**config.mk**
```make
export PLATFORM = sky130hd
export DESIGN_NAME = pc_ctrl
export DESIGN_NICKNAME = d
export VERILOG_FILES = /design/src/rtl/pc_ctrl_pkg.sv /design/src/rtl/pc_ctrl_sat_cnt.sv /design/src/rtl/pc_ctrl.sv
export SDC_FILE = /design/constraint.sdc
export NUM_CORES = 1
export LEC_CHECK = 0
export CAP_MARGIN = 15
export CORE_AREA = 2 2 143 145
export CTS_BUF_LIST = sky130_fd_sc_hd__clkbuf_4
export DETAILED_ROUTE_END_ITERATION = 12
export DIE_AREA = 0 0 145 147
export MAX_ROUTING_LAYER = met4
export PLACE_DENSITY = 0.87
export SYNTH_ARGS = -nofsm -noshare
export SYNTH_HDL_FRONTEND = slang
export SYNTH_HIERARCHICAL = 1
export SYNTH_SLANG_ARGS = --single-unit
```
**constraint.sdc**
```tcl
create_clock -name clk -period 4.5 [get_ports clk]
set_input_delay 0.9 -clock clk [delete_from_list [all_inputs] [get_ports clk]]
set_output_delay 0.9 -clock clk [all_outputs]
set_load 0.005 [all_outputs]
```
**src/rtl/pc_ctrl_pkg.sv**
```systemverilog
// Shared definitions for the fetch-PC sequencer: address width, FSM encoding
// and the default reset PC.
package pc_ctrl_pkg;

    localparam int InstAddrBus = 32;
    localparam logic [InstAddrBus-1:0] ResetPc = 32'h0000_0000;

    typedef enum logic [1:0] {
        PcCtrlBoot     = 2'b00,
        PcCtrlRun      = 2'b01,
        PcCtrlRedirect = 2'b10
    } pc_state_e;

    // Fetch addresses are always word aligned.
    function automatic logic [InstAddrBus-1:0] align_pc(input logic [InstAddrBus-1:0] a);
        return {a[InstAddrBus-1:2], 2'b00};
    endfunction

endpackage

```
**src/rtl/pc_ctrl_sat_cnt.sv**
```systemverilog
// Saturating up-counter: sticks at all-ones instead of wrapping.
module pc_ctrl_sat_cnt #(
    parameter int CNT_W = 32
) (
    input  logic             clk,
    input  logic             rst,
    input  logic             inc,
    output logic [CNT_W-1:0] cnt_o
);

    logic [CNT_W-1:0] cnt_q, cnt_d;

    always_comb begin
        cnt_d = cnt_q;
        if (inc && (cnt_q != {CNT_W{1'b1}}))
            cnt_d = cnt_q + CNT_W'(1);
    end

    always_ff @(posedge clk) begin
        if (rst) cnt_q <= '0;
        else     cnt_q <= cnt_d;
    end

    assign cnt_o = cnt_q;

endmodule

```
**src/rtl/pc_ctrl.sv**
```systemverilog
// Fetch-PC sequencer: owns the fetch PC, follows the branch predictor, redirects
// on EX mispredicts, and drives predictor training plus performance counters.
module pc_ctrl
    import pc_ctrl_pkg::*;
#(
    parameter logic [InstAddrBus-1:0] RESET_PC = ResetPc,
    parameter int                     CNT_W    = 32
) (
    input  logic                   clk,
    input  logic                   rst,
    input  logic                   if_stall_i,
    output logic                   if_pc_valid_o,
    output logic [InstAddrBus-1:0] if_pc_o,
    output logic                   if_pred_taken_o,
    output logic [InstAddrBus-1:0] if_pred_npc_o,
    output logic [InstAddrBus-1:0] bp_pc_o,
    input  logic [InstAddrBus-1:0] bp_npc_i,
    input  logic                   bp_taken_i,
    input  logic                   ex_valid_i,
    input  logic                   ex_is_branch_i,
    input  logic [InstAddrBus-1:0] ex_pc_i,
    input  logic [InstAddrBus-1:0] ex_pred_npc_i,
    input  logic [InstAddrBus-1:0] ex_actual_npc_i,
    input  logic                   ex_taken_i,
    output logic                   flush_o,
    output logic                   bp_update_o,
    output logic [InstAddrBus-1:0] bp_branch_pc_o,
    output logic [InstAddrBus-1:0] bp_branch_npc_o,
    output logic                   bp_actual_result_o,
    output logic [CNT_W-1:0]       branch_cnt_o,
    output logic [CNT_W-1:0]       mispredict_cnt_o
);

    pc_state_e              state_q, state_d;
    logic [InstAddrBus-1:0] pc_q, pc_d;
    logic                   upd_q, upd_d;
    logic [InstAddrBus-1:0] upd_pc_q, upd_pc_d;
    logic [InstAddrBus-1:0] upd_npc_q, upd_npc_d;
    logic                   upd_res_q, upd_res_d;
    logic                   resolve, mispredict;

    // EX is on the wrong path while we are redirecting, so it is ignored then.
    assign resolve    = ex_valid_i && ex_is_branch_i && (state_q != PcCtrlRedirect);
    assign mispredict = resolve && (ex_actual_npc_i != ex_pred_npc_i);

    always_comb begin
        state_d   = state_q;
        pc_d      = pc_q;
        upd_d     = resolve;
        upd_pc_d  = upd_pc_q;
        upd_npc_d = upd_npc_q;
        upd_res_d = upd_res_q;

        unique case (state_q)
            PcCtrlBoot:     state_d = PcCtrlRun;
            PcCtrlRun:      if (!if_stall_i) pc_d = bp_npc_i;
            PcCtrlRedirect: state_d = PcCtrlRun;
            default:        state_d = PcCtrlBoot;
        endcase

        // Redirect wins over stall and over the predicted advance.
        if (mispredict) begin
            pc_d    = align_pc(ex_actual_npc_i);
            state_d = PcCtrlRedirect;
        end

        if (resolve) begin
            upd_pc_d  = ex_pc_i;
            upd_npc_d = ex_actual_npc_i;
            upd_res_d = ex_taken_i;
        end
    end

    always_ff @(posedge clk) begin
        if (rst) begin
            state_q   <= PcCtrlBoot;
            pc_q      <= RESET_PC;
            upd_q     <= 1'b0;
            upd_pc_q  <= '0;
            upd_npc_q <= '0;
            upd_res_q <= 1'b0;
        end else begin
            state_q   <= state_d;
            pc_q      <= pc_d;
            upd_q     <= upd_d;
            upd_pc_q  <= upd_pc_d;
            upd_npc_q <= upd_npc_d;
            upd_res_q <= upd_res_d;
        end
    end

    pc_ctrl_sat_cnt #(.CNT_W(CNT_W)) u_branch_cnt (
        .clk   (clk),
        .rst   (rst),
        .inc   (resolve),
        .cnt_o (branch_cnt_o)
    );

    pc_ctrl_sat_cnt #(.CNT_W(CNT_W)) u_mispredict_cnt (
        .clk   (clk),
        .rst   (rst),
        .inc   (mispredict),
        .cnt_o (mispredict_cnt_o)
    );

    assign if_pc_o            = pc_q;
    assign bp_pc_o            = pc_q;
    assign if_pred_taken_o    = bp_taken_i;
    assign if_pred_npc_o      = bp_npc_i;
    assign if_pc_valid_o      = (state_q == PcCtrlRun);
    assign flush_o            = (state_q == PcCtrlRedirect);
    assign bp_update_o        = upd_q;
    assign bp_branch_pc_o     = upd_pc_q;
    assign bp_branch_npc_o    = upd_npc_q;
    assign bp_actual_result_o = upd_res_q;

endmodule
```
Word-level counts from Yosys, hierarchy flattened:

Cells that the tools add are included.

* register bits: 164
* input bits: 135
* output and inout port bits: 229
* word-level logic and storage cells: 37

* $add $sub $neg: 2
* equal/unequal tests: 8
* mux-type cells: 5
* bitwise gates (word level): 1
* reductions and logical operators: 11

Operators by type and width (count)
* 32-bit 2-to-1 mux: 3
* 32-bit by 1-bit adder with 32-bit output, second input constant: 2
* 32-bit != test, second input constant: 2
* 32-bit != test: 1
* 1-bit logical AND: 5
* 2-bit by 1-bit != test with 1-bit output, second input constant: 2
* 2-bit case mux with 2 select lines: 1
* 2-bit AND reduction: 2
* 2-bit OR reduction: 2
* 2-bit by 1-bit == test with 1-bit output, second input constant: 1
* 2-bit == test, second input constant: 1
* 2-bit zero test: 1
* 2-bit 2-to-1 mux: 1
* 2-bit != test, second input constant: 1
* 2-bit nonzero test: 1
* 1-bit NOT: 1

Logic depth before layout (Yosys ltp):

Gate-level depths: netlist of run 1.

* depth in word-level cells: 5
* mapped depth: 10
* gate-level depth less buffers: 10

Hierarchy:

Netlist of run 1, hierarchy kept.

Modules (own cells, without submodules)
* pc_ctrl: times used 1, cells an instance 548, area each 4924.7 um^2, seq. area each 2001.9 um^2
* pc_ctrl_sat_cnt: times used 2, cells an instance 199, area each 1674.1 um^2, seq. area each 640.6 um^2

Least setup slack after synthesis of run 1:

Ideal clock, no wire load.

* kind: input to register
* start point: input port ex_valid_i
* end point: register u_branch_cnt.cnt_q[31], in the netlist u_branch_cnt/cnt_o[31]
* setup time: 121 ps
* arrival time: 3036 ps
* data required time: 4379 ps
* slack: 1343 ps
* stages: 8
* path buffers: 1
* path through: nand3_1 inv_1 clkbuf_1 nand4_1 nor4_2 nand4_1 nor4_1 mux2_2

* longest elaborated chain between the ends: 3

Ends and longest elaborated chain
* from (decl): RTL line pc_ctrl.sv:19 `input logic ex_valid_i,`
* 1-bit logical AND (2 in a row): RTL line pc_ctrl.sv:43 `assign resolve = ex_valid_i && ex_is_branch_i && (state_q != PcCtrlRedirect);`
* named net resolve: RTL line pc_ctrl.sv:40 `logic resolve, mispredict;`
* 1-bit logical AND: RTL line pc_ctrl_sat_cnt.sv:15 `if (inc && (cnt_q != {CNT_W{1'b1}}))`
* to (signal assigned): RTL line pc_ctrl_sat_cnt.sv:21 `else cnt_q <= cnt_d;`
* to (decl): RTL line pc_ctrl_sat_cnt.sv:11 `logic [CNT_W-1:0] cnt_q, cnt_d;`

The timed path passes the listed nets, and every way through them passes these cells.
A chain may end at the register's enable or synchronous reset.

Final worst setup path of run 1:

* start point: input port ex_actual_npc_i[5]
* end point: register u_mispredict_cnt.cnt_q[31], in the netlist u_mispredict_cnt/cnt_o[31]

* longest elaborated chain between the ends: 3

Ends and longest elaborated chain
* from (decl): RTL line pc_ctrl.sv:23 `input logic [InstAddrBus-1:0] ex_actual_npc_i,`
* 32-bit != test: RTL line pc_ctrl.sv:44 `assign mispredict = resolve && (ex_actual_npc_i != ex_pred_npc_i);`
* 1-bit logical AND: RTL line pc_ctrl.sv:44
* named net mispredict: RTL line pc_ctrl.sv:40
* 1-bit logical AND: RTL line pc_ctrl_sat_cnt.sv:15
* to (signal assigned): RTL line pc_ctrl_sat_cnt.sv:21
* to (decl): RTL line pc_ctrl_sat_cnt.sv:11

The timed path passes the listed nets, and every way through them passes these cells.

==> flow_summary.ini, run 1 <==
[outcome]
status = complete, no violations

[logic_synthesis]
synth_cell_types = 47
syn_area_sq_um = 8270
ys_ff_latch = 164
synth_cells = 946
syn_nets = 1083
ys.flop_type = dfxtp_1
synth.avg_cell_area_sq_um = 8.75
yosys.area.top_type = dfxtp_1
synth_area_leaders = dfxtp_1 40%, nand2_1 6.8%, a21oi_1 6.6%
ys_warn_count = 6
synthDominantCellAreaShare_pct = 39.7
synth-edff-count = 0
seq_area_frac_synth_pct = 39.7
async_flop_share_pct = 0

[setup_path]
crit-reg2reg-launch = state_q[0]
path_buf_inv = 2
start_kind = primary input
required_ps = 4960
critPathMaxFanout = 10
path_class = primary input to register
cpMaxStageDelayCell = nor4_2
r2r_slack_ps = 1650
worst_setup_path_end_kind = register
arrival_ps = 3990
slowest_delay_ps = 600
r2r_cells = 9
critPathTopFamily = simple AND/OR/NAND/NOR gates
path_common_cell = nand4_1
critical_path.startpoint = ex_actual_npc_i[5]
timing.rr.end = u_mispredict_cnt/cnt_o[31]
cp_cell_sequence = clkdlybuf4s50_1 -> xnor2_1 -> nand4_1 -> nor4_4 -> a21o_4 -> inv_4 -> nand4_1 -> nor4_2 -> nand4_1 -> nor4_1 -> mux2_2

[layout]
layout_common_cells = 360 x clkdlybuf4s50_1, 164 x dfxtp_1, 150 x nand2_1
final_common_cell = clkdlybuf4s50_1
syn_to_final_growth_pct = 42.9
num-nets-final = 1349
final_area_sq_um = 11800
fillerInstances = 1705
drive_above_1_share_pct = 8.33

[floorplanning]
fp.dieH_microns = 147
coreArea_sq_um = 19800
initial_utilization_pct = 41.7
die_area_sq_um = 21300
fp.dieW_microns = 145
num_io_pins = 364
num_rows = 52

[clock_network]
insertion_delay_ps = 560
post_cts_buffers = 0
cts_hold_buf = 0
clk_pin_slew_ps = 150
htreeDepth = 4
cts.sinks = 164
cts_resized = 0
cts_buffers = 17
clock_path_buffers = 2
root_buffer = clkbuf_4
cts_tree = built

[place]
portBuffers = 361
post-dp-hpwl_mm = 20.8
place_area_sq_um = 11600
gp_congestion = 0.889

[global_route]
grt_util_met3_pct = 5.37
grt_pass1_vias = 7673
grtUsageMet2_pct = 41.8
antenna_found_initial = 1
grt_pass1_wl_mm = 42.8
track_usage_pct = 25.8
grt_busiest_layer = met2
use_met1_pct = 32.3
grt_max_degree = 104
grt_overflow_total = 0

[power_and_ir_drop]
ir_drop_uv = 235
leakagePower_nw = 3.81
power_density_nw_per_um2 = 250

[worst_hold_path]
whs_path_depth = 2
hp-class = register to register
hp-start = bp_branch_pc_o[14]
hold_end = bp_branch_pc_o[14]

[timing]
max_freq_ghz = 0.283
hold_viol_final = 0
skew_ps = 30.4
drv_slew = 0
grt_setup_unrepaired = no
max_slew_margin_pct = 44.4
setup_viol = 0
finalCritPeriodShare_pct = 78.5
worst_pin_slew_ps = 832
fin_crit_ps = 3530
finalSetupTns_ps = 0

[detailed_routing]
first_pass_iters = 5
via_per_inst = 5.45
via_count = 8154
drt_iter0_drc = 547
route.detailed.drc = 0
drtAntennaViolNets = 0
wl_mm = 27.7
wl_per_cell_microns = 18.5

[flow_run]
cap_violations = 0
[cell families (layout without fill, tap and decap cells)]
logic type / count (synthesis) / after routing / synth area share, %
other: 0 / 1 / 0
flip-flops: 164 / 164 / 39.7
adder cells (fa/ha/maj): 2 / 2 / 0.302
multiplexers: 38 / 38 / 4.66
buffers and inverters: 135 / 414 / 10.3
AND/OR/NAND/NOR: 336 / 336 / 21.0
AO/OA/AOI/OAI: 225 / 225 / 19.1
XOR/XNOR: 46 / 46 / 4.87
[routing by layer]
layer	routed length, microns	vias to the layer above	part of all wire, %
met5	0	-	0
met4	681	0	2.5
met3	1990	50	7.2
met2	13300	364	48
met1	11700	3858	42
li1	-	3882	-
[how the worst max path moves through the flow]
stage / to / slack [ps] / depth (start not counted)
after detailed placement: u_mispredict_cnt/cnt_o[31] / 410 / 11
after global placement: u_mispredict_cnt/cnt_o[31] / 420 / 11
after CTS: u_mispredict_cnt/cnt_o[31] / 1030 / 11
after global routing: u_mispredict_cnt/cnt_o[31] / 810 / 11
final: u_mispredict_cnt/cnt_o[31] / 970 / 11
after floorplan: u_branch_cnt/cnt_o[31] / 1340 / 8
[sequential cells by signal, indices dropped and copies added, names as in the netlist]
name,flops
u_mispredict_cnt/cnt_o,32
bp_branch_pc_o,32
bp_branch_npc_o,32
u_branch_cnt/cnt_o,32
bp_update_o,1
bp_pc_o,32
bp_actual_result_o,1
state_q,2
[metrics by stage]
| step | worst slack [ps] | utilization [%] | std cells | total power, mW | hold WS, ps |
|---|---|---|---|---|---|
| after floorplan | 1340 | - | 946 | 1.82 | 435 |
| after global routing | 805 | 59.6 | 1496 | 3.09 | 480 |
| final | 968 | 59.6 | 1496 | 2.95 | 463 |
| after global placement | 424 | 58.2 | 1463 | 2.13 | 441 |
| after detailed placement | 414 | 58.2 | 1463 | 2.14 | 445 |
| after CTS | 1030 | 59.6 | 1495 | 2.99 | 465 |
[final cells by class]
cell class	count	area [sq um]	share of cell area (%)
Clock inverter	15	141	1.20
Multi-Input combinational cell	647	4170	35.3
Tap cell	270	338	2.86
Clock buffer	17	128	1.08
Antenna cell	1	2.50	0.0212
Inverter	7	28.8	0.243
Timing Repair Buffer	375	3730	31.6
Sequential cell	164	3280	27.8
[tightest hold or removal path, cell delays in order, from the launching register on]
cell and delay [ps]:
dfxtp_1 340, nand2_1 50, a21oi_1 50
[Yosys cell counts (16+ instances only)]
master    count
nand4_1      28
a21oi_1     109
buf_2        19
nand2_1     150
clkbuf_1     30
o21ai_0      16
buf_4        65
o31ai_1      24
a211oi_1     32
xnor2_1      44
nand3_1      27
a211oi_2     31
dfxtp_1     164
or3_1        20
nor2_1       30
mux2i_1      34
or4_1        24
[report_power, final]
| group | total [mW] | internal [mW] | switching (mW) |
|---|---|---|---|
| Combinational | 0.569 | 0.335 | 0.233 |
| Clock | 0.842 | 0.245 | 0.597 |
| Sequential | 1.54 | 1.51 | 0.0365 |
(Power assumes the default switching activity.)
==> inputs of run 2 (changes only) <==
--- a/config.mk
+++ b/config.mk
@@ -6,12 +6,12 @@
 export NUM_CORES = 1
 export LEC_CHECK = 0
 export CAP_MARGIN = 15
-export CORE_AREA = 2 2 143 145
+export CORE_AREA = 2 2 141 143
 export CTS_BUF_LIST = sky130_fd_sc_hd__clkbuf_4
 export DETAILED_ROUTE_END_ITERATION = 12
-export DIE_AREA = 0 0 145 147
+export DIE_AREA = 0 0 143 145
 export MAX_ROUTING_LAYER = met4
-export PLACE_DENSITY = 0.87
+export PLACE_DENSITY = 0.89
 export SYNTH_ARGS = -nofsm -noshare
 export SYNTH_HDL_FRONTEND = slang
 export SYNTH_HIERARCHICAL = 1
==> constraint.sdc (replaced) <==
create_clock -name clk -period 3.4 [get_ports clk]
set_input_delay 0.68 -clock clk [delete_from_list [all_inputs] [get_ports clk]]
set_output_delay 0.68 -clock clk [all_outputs]
set_load 0.005 [all_outputs]
==> run 2 against run 1 <==
Effect of this change:
- flip-flop and latch count unchanged
- combinational power up 36%
- core utilization is 2.9 points higher
- sequential power up 32%
- global-route usage up 2.0 points
- via count rose by 1.1%
- worst hold slack gained 0.69 ps
- routed wire length grew 3.9%
- cell area grew 1.5%
- critical path depth is the same
- register-to-register slack got worse by 720 ps
- total power rose by 35%
- critical path type unchanged
- largest cell class unchanged
==> flow_summary.ini, run 2 (same netlist as run 1, synthesis figures left out) <==
[outcome]
status = complete, no violations

[power_and_ir_drop]
power_density_nw_per_um2 = 333
ir_drop_uv = 418
finalPower_mw = 3.99
leakagePower_nw = 3.90

[clock_network]
root_buffer = clkbuf_4
cts_resized = 0
cts.sinks = 164
cts_buffers = 17
cts_tree = built
insertion_delay_ps = 570
cts_hold_buf = 0
post_cts_buffers = 0
htreeDepth = 4
clk_pin_slew_ps = 160
clock_path_buffers = 2

[global_route]
grt_overflow_total = 0
track_usage_pct = 27.8
grt_pass1_wl_mm = 44.2
grt_max_degree = 79
antenna_found_initial = 1
grt_pass1_vias = 7900

[place]
post-dp-hpwl_mm = 21.7
place_area_sq_um = 11700
gp_congestion = 0.911
portBuffers = 361

[timing]
finalSetupTns_ps = 0
max_slew_margin_pct = 50.9
fin_crit_ps = 2750
worst_pin_slew_ps = 736
setup_viol = 0
drv_slew = 0
whs_ps = 464
hold_viol_final = 0
skew_ps = 30.6
finalCritPeriodShare_pct = 81.0
max_freq_ghz = 0.363
grt_setup_unrepaired = no

[detailed_routing]
wl_per_cell_microns = 19.0
wl_mm = 28.8
drt_iter0_drc = 553
drtAntennaViolNets = 0
route.detailed.drc = 0
via_count = 8243
via_per_inst = 5.46
first_pass_iters = 6

[setup_path]
critPathMaxFanout = 9
path_class = primary input to register
worst_setup_path_end_kind = register
arrival_ps = 3250
r2r_slack_ps = 930
required_ps = 3900
start_kind = primary input

[layout]
finish.utilization_pct = 62.5
drive_above_1_share_pct = 9.73
final_area_sq_um = 12000
syn_to_final_growth_pct = 45.0
layout_common_cells = 360 x clkdlybuf4s50_1, 164 x dfxtp_1, 150 x nand2_1
final_common_cell = clkdlybuf4s50_1
num-nets-final = 1367

[floorplanning]
fp.dieW_microns = 143
num_rows = 51
fp.dieH_microns = 145
coreArea_sq_um = 19200
die_area_sq_um = 20700
num_io_pins = 364
initial_utilization_pct = 43.1

[flow_run]
cap_violations = 0

[worst_hold_path]
hp-class = register to register
[run 2: cell count changes in the layout (fill, tap and decap cells not counted), sizes merged]
cell	previous run	this run
buf	15	33
diode	1	2
clkinvlp	1	2
inv	15	14
[run 2: where the power goes]
part	leakage (nW)	total [mW]	internal [mW]	switching (mW)
sequential	1.34	2.04	1.99	0.0498
clock	0.152	1.18	0.341	0.835
combinational	2.41	0.773	0.455	0.319
[run 2: area by class of cell]
cell class | instances | area [sq um]
Timing Repair Buffer | 393 | 3880
Fill cell | 1604 | 7210
Multi-Input combinational cell | 647 | 4170
Clock inverter | 15 | 169
Clock buffer | 17 | 128
Inverter | 7 | 28.8
Sequential cell | 164 | 3280
Antenna cell | 2 | 5.00
Tap cell | 265 | 332
[run 2: routing by layer]
metal | global-route usage, % | share of wire [%]
met1 | 35.4 | 41
met2 | 46.0 | 50
met3 | 4.95 | 7.4
met4 | 6.39 | 1.6
met5 | - | 0
[run 2: stage by stage]
stage | instances | worst slack (ps)
2_1_floorplan | 946 | 463
3_3_place_gp | 1476 | 202
3_5_place_dp | 1476 | 102
4_1_cts | 1508 | 718
5_1_grt | 1510 | 607
6_report | 1510 | 645
[run 2: worst max-delay path, stage by stage]
cell	delay, ps
clkdlybuf4s50_1	600
xnor2_1	130
nand4_1	160
nor4_4	70
a21o_4	230
inv_4	50
nand4_1	150
buf_4	210
or4_1	480
or3_1	330
a21oi_1	140
[run 2: final timing paths]
check             depth (start not counted)                  start                          to
setup reg to reg                          5  u_branch_cnt/cnt_o[8]      u_branch_cnt/cnt_o[19]
hold reg to reg                           2     bp_branch_pc_o[27]          bp_branch_pc_o[27]
setup / recovery                         11     ex_actual_npc_i[4]  u_mispredict_cnt/cnt_o[19]
hold / removal                            2     bp_branch_pc_o[27]          bp_branch_pc_o[27]
